**src/rtl/pa_store_range.sv**
```systemverilog
// Stores a valid/ready sample stream into RAM addresses si..ei inclusive,
// one word per accepted sample, with a one-cycle registered write port.
module pa_store_range #(
    parameter int DATA_WIDTH = 8,
    parameter int ADDR_WIDTH = 6
) (
    input  logic                  i_clk,
    input  logic                  i_rst_n,
    input  logic                  i_start_store,
    input  logic                  i_abort,
    input  logic [ADDR_WIDTH-1:0] i_addr_si,
    input  logic [ADDR_WIDTH-1:0] i_addr_ei,
    input  logic                  i_valid,
    input  logic [DATA_WIDTH-1:0] i_data,
    output logic                  o_ready,
    output logic                  o_we_ram,
    output logic [ADDR_WIDTH-1:0] o_addr_ram,
    output logic [DATA_WIDTH-1:0] o_data_ram,
    output logic                  o_busy,
    output logic                  o_done,
    output logic                  o_err_range,
    output logic [ADDR_WIDTH:0]   o_count
);

    // Handshake: a sample is transferred in any cycle where i_valid && o_ready
    // are both high at the rising edge; o_ready is high exactly while in WRITE.
    typedef enum logic [1:0] {
        ST_IDLE  = 2'd0,
        ST_WRITE = 2'd1,
        ST_DONE  = 2'd2
    } state_t;

    state_t                  r_state;
    state_t                  w_state_nxt;
    logic [ADDR_WIDTH-1:0]   r_ei;
    logic [ADDR_WIDTH-1:0]   r_ptr;
    logic                    r_we;
    logic [ADDR_WIDTH-1:0]   r_addr;
    logic [DATA_WIDTH-1:0]   r_data;
    logic                    r_done;
    logic                    r_err;
    logic [ADDR_WIDTH:0]     r_count;

    logic w_xfer;
    logic w_last;
    logic w_start_ok;
    logic w_start_bad;

    assign w_xfer      = (r_state == ST_WRITE) && i_valid;
    // End-of-range is compared before the pointer increments, so ei = max never wraps.
    assign w_last      = w_xfer && (r_ptr == r_ei);
    assign w_start_ok  = (r_state == ST_IDLE) && i_start_store && (i_addr_ei >= i_addr_si);
    assign w_start_bad = (r_state == ST_IDLE) && i_start_store && (i_addr_ei <  i_addr_si);

    always_ff @(posedge i_clk or negedge i_rst_n) begin
        if (!i_rst_n) begin
            r_state <= ST_IDLE;
        end else begin
            r_state <= w_state_nxt;
        end
    end

    always_comb begin
        w_state_nxt = r_state;
        case (r_state)
            ST_IDLE: begin
                if (w_start_ok) begin
                    w_state_nxt = ST_WRITE;
                end
            end
            ST_WRITE: begin
                // Abort wins over end-of-range; the coinciding transfer is still written.
                if (i_abort) begin
                    w_state_nxt = ST_IDLE;
                end else if (w_last) begin
                    w_state_nxt = ST_DONE;
                end
            end
            ST_DONE: begin
                w_state_nxt = ST_IDLE;
            end
            default: begin
                w_state_nxt = ST_IDLE;
            end
        endcase
    end

    always_ff @(posedge i_clk or negedge i_rst_n) begin
        if (!i_rst_n) begin
            r_ei    <= '0;
            r_ptr   <= '0;
            r_we    <= 1'b0;
            r_addr  <= '0;
            r_data  <= '0;
            r_done  <= 1'b0;
            r_err   <= 1'b0;
            r_count <= '0;
        end else begin
            r_we   <= w_xfer;
            r_done <= (r_state == ST_DONE);
            r_err  <= w_start_bad;
            if (w_start_ok) begin
                r_ei    <= i_addr_ei;
                r_ptr   <= i_addr_si;
                r_count <= '0;
            end
            if (w_xfer) begin
                r_addr  <= r_ptr;
                r_data  <= i_data;
                r_ptr   <= r_ptr + 1'b1;
                r_count <= r_count + 1'b1;
            end
        end
    end

    assign o_ready     = (r_state == ST_WRITE);
    assign o_busy      = (r_state != ST_IDLE);
    assign o_we_ram    = r_we;
    assign o_addr_ram  = r_addr;
    assign o_data_ram  = r_data;
    assign o_done      = r_done;
    assign o_err_range = r_err;
    assign o_count     = r_count;

endmodule

```
**config.mk**
```make
export PLATFORM = sky130hd
export DESIGN_NAME = pa_store_range
export DESIGN_NICKNAME = d
export VERILOG_FILES = /design/src/rtl/pa_store_range.sv
export SDC_FILE = /design/constraint.sdc
export NUM_CORES = 1
export LEC_CHECK = 0
export BUFFER_PORTS_ARGS = -buffer_cell sky130_fd_sc_hd__clkbuf_2
export CAP_MARGIN = 25
export CORE_UTILIZATION = 35
export CTS_CLUSTER_DIAMETER = 100
export CTS_CLUSTER_SIZE = 10
export DETAILED_ROUTE_END_ITERATION = 7
export PLACE_DENSITY = 0.67
export SETUP_SLACK_MARGIN = 0.4
export SLEW_MARGIN = 20
export SYNTH_ARGS = -nofsm -noshare
export SYNTH_HDL_FRONTEND = slang
export SYNTH_SLANG_ARGS = --single-unit
export TNS_END_PERCENT = 1
```
**constraint.sdc**
```tcl
create_clock -name i_clk -period 2.05 [get_ports i_clk]
set_input_delay 0.1025 -clock i_clk [delete_from_list [all_inputs] [get_ports i_clk]]
set_output_delay 0.1025 -clock i_clk [all_outputs]
set_load 0.02 [all_outputs]
```
==> results.json <==
{
  "grt-ovfl-total": 0,
  "insertion_delay_ns": 0.28,
  "p_leak_nw": 1.21,
  "antenna_found_initial": 0,
  "start_util_pct": 36.8,
  "finalSetupViolCount": 0,
  "core_region_area_sq_um": 5170,
  "slew_viol_final": 0,
  "layout_worst_path_cycle_share_pct": 75.4,
  "layout_common_cells": "clkbuf_2 (50), nand2_1 (46), dfrtp_1 (38)",
  "cp.arrival_ns": 1.71,
  "seq_area_frac_synth_pct": 49.9,
  "worst-r2r-cell-count": 5,
  "fin_ws_ns": 0.504,
  "cts-buffers-inserted": 5,
  "ys_types": 45,
  "syn2layout_area_growth_pct": 23.8,
  "ant_nets": 0,
  "io_buffers": 50,
  "cp.required_ns": 2.22,
  "cts_setup_buffers": 0,
  "slew_headroom_pct": 79.0,
  "cts_tree": "done",
  "ys_ff_latch": 38,
  "layout_commonest_cell": "clkbuf_2",
  "synthSimpleGateAreaFrac_pct": 20.7,
  "cts_root_buffer": "clkbuf_8",
  "drc": 0,
  "drt_wl_total_mm": 4.06,
  "hold_path.class": "input pin to register",
  "track_usage_pct": 15.2,
  "max_freq_ghz": 0.647,
  "grt_pass1_vias": 1405,
  "worstPathMaxFanout": 4,
  "clock_path_buffers": 2,
  "htree_num_levels": 2,
  "synth_fp_nets": 222,
  "n_antenna_cell": 0,
  "maxCapViolations": 0,
  "routedWlPerCell_um": 12.9,
  "synth_top_family_by_area": "simple AND/OR/NAND/NOR gates",
  "skew_ns": 0.00425,
  "outcome": "completed",
  "tightest_slew_ns": 0.315,
  "ir_drop_v": 0.000358,
  "die_area_sq_um": 5740,
  "synth_cells": 189,
  "path_clk_slew_ns": 0.07,
  "synth_compound_area_share_pct": 13.5,
  "fin_hold_ws_ns": 0.0117,
  "holdPathStages": 3,
  "nets": 278,
  "die_w_um": 75.8,
  "path_class": "register to register",
  "vias_per_cell": 4.87,
  "cp-end-kind": "register",
  "yosysWarnings": 0,
  "ys.flop_type": "dfrtp_1",
  "drt_iter0_markers": 48,
  "synth-adder-area-share_pct": 5.25,
  "grt_max_degree": 39,
  "worstSetupStartpointType": "register",
  "synth-async-reset-ratio_pct": 100,
  "dr.pass1.iters": 4,
  "pre_cts_ws_ns": 0.388,
  "layout-drive-gt1-share_pct": 32.5,
  "rsz0062_at_grt": "yes",
  "syn_area_sq_um": 1910,
  "fin_crit_ns": 1.55,
  "grt_pass1_wl_mm": 6.39,
  "io_pins": 51,
  "final-hold-violation-count": 0,
  "final.setup.tns_ns": 0,
  "gp_congestion": 0.761,
  "dp_hpwl_mm": 3.09,
  "clock_sinks": 38,
  "vias": 1538,
  "syn_area_per_cell_sq_um": 10.1,
  "power_density_nw_per_um2": 1160,
  "rows": 26,
  "synth-xor-area-share_pct": 2.76,
  "synthMuxAreaShare_pct": 3.48,
  "synth_edf_count": 0,
  "dieHeight_um": 75.8
}
-- worst max-delay path, stage by stage, from the launching register on --
cell and delay (ns):
dfrtp_1 0.41, ha_1 0.21, nand3_1 0.12, or2_1 0.25, and3_1 0.17, a311o_1 0.26
-- cells by family (layout without fill, tap and decap cells) --
| kind of cell | Yosys count | in the layout |
|---|---|---|
| compound gates | 34 | 34 |
| xor+xnor | 6 | 6 |
| fa+ha+maj | 8 | 8 |
| buf+inv | 16 | 73 |
| flops | 38 | 38 |
| mux | 6 | 6 |
| simple gates | 81 | 81 |
-- state kept, by name, summed over array words and instances (netlist names) --
register,cells
o_data_ram,8
o_count,7
o_addr_ram,6
r_ei,6
r_ptr,6
r_state,2
o_done,1
o_err_range,1
o_we_ram,1
-- area by class of cell --
type	instances	area (sq um)
Fill cell	512	2810
Sequential cell	38	951
Multi-Input combinational cell	135	873
Timing Repair Buffer	54	295
Clock buffer	8	110
Tap cell	70	87.6
Inverter	11	41.3
-- final timing paths --
path                                           start                         to  slack (ns)
min in group asynchronous                    i_rst_n  o_data_ram[1]$_DFFE_PN0P_        0.21
hold reg to reg            o_data_ram[5]$_DFFE_PN0P_  o_data_ram[5]$_DFFE_PN0P_        0.48
setup reg to reg              o_count[0]$_DFFE_PN0P_     o_count[6]$_DFFE_PN0P_        0.50
setup / recovery              o_count[0]$_DFFE_PN0P_     o_count[6]$_DFFE_PN0P_        0.50
max in group asynchronous                    i_rst_n     o_count[0]$_DFFE_PN0P_        1.41
hold / removal                             i_data[5]  o_data_ram[5]$_DFFE_PN0P_        0.01
-- cells in the mapped netlist (3+ instances only) --
cell     instances  area [sq um]
nand4_1          3          18.8
nand2_1         47           176
dfrtp_1         38           951
nor3_1           3          15.0
xnor2_1          4          35.0
nor2_1           6          22.5
nand3_1          3          15.0
and3_1           5          31.3
o21ai_0          8          40.0
mux2_2           5          56.3
inv_1           10          37.5
ha_1             8           100
a21oi_1          7          35.0
-- power by group --
group          internal, mW  switching, mW  leakage, nW  total, mW
Sequential            0.993          0.215        0.478       1.21
Clock                 0.339          0.238       0.0575      0.577
Combinational         0.391          0.554        0.675      0.945
Total                  1.72           1.01         1.21       2.73
-- timing repair --
action | CTS | global route
hold buffers | 1 | 0
endpoints found under the setup margin | 0 | 10
gates resized for setup | 0 | 1
hold endpoints to repair | 38 | 0
-- metrics by stage --
step | util [%] | area, sq um | instances | power [mW]
floorplan | - | 1910 | 189 | 1.84
global placement | 42.8 | 2220 | 306 | 2.15
detailed placement | 42.8 | 2220 | 306 | 2.17
CTS | 45.2 | 2340 | 315 | 2.76
global route | 45.6 | 2360 | 316 | 2.93
finish | 45.6 | 2360 | 316 | 2.73
-- routing by layer --
| metal | up-vias | track usage [%] | routed length [um] |
|---|---|---|---|
| li1 | 764 | - | - |
| met1 | 722 | 19.5 | 1920 |
| met2 | 46 | 24.0 | 1860 |
| met3 | 6 | 4.63 | 210 |
| met4 | 0 | 5.97 | 63 |
| met5 | - | 0 | 0 |
Note: power is estimated with default switching activity, not from simulation.
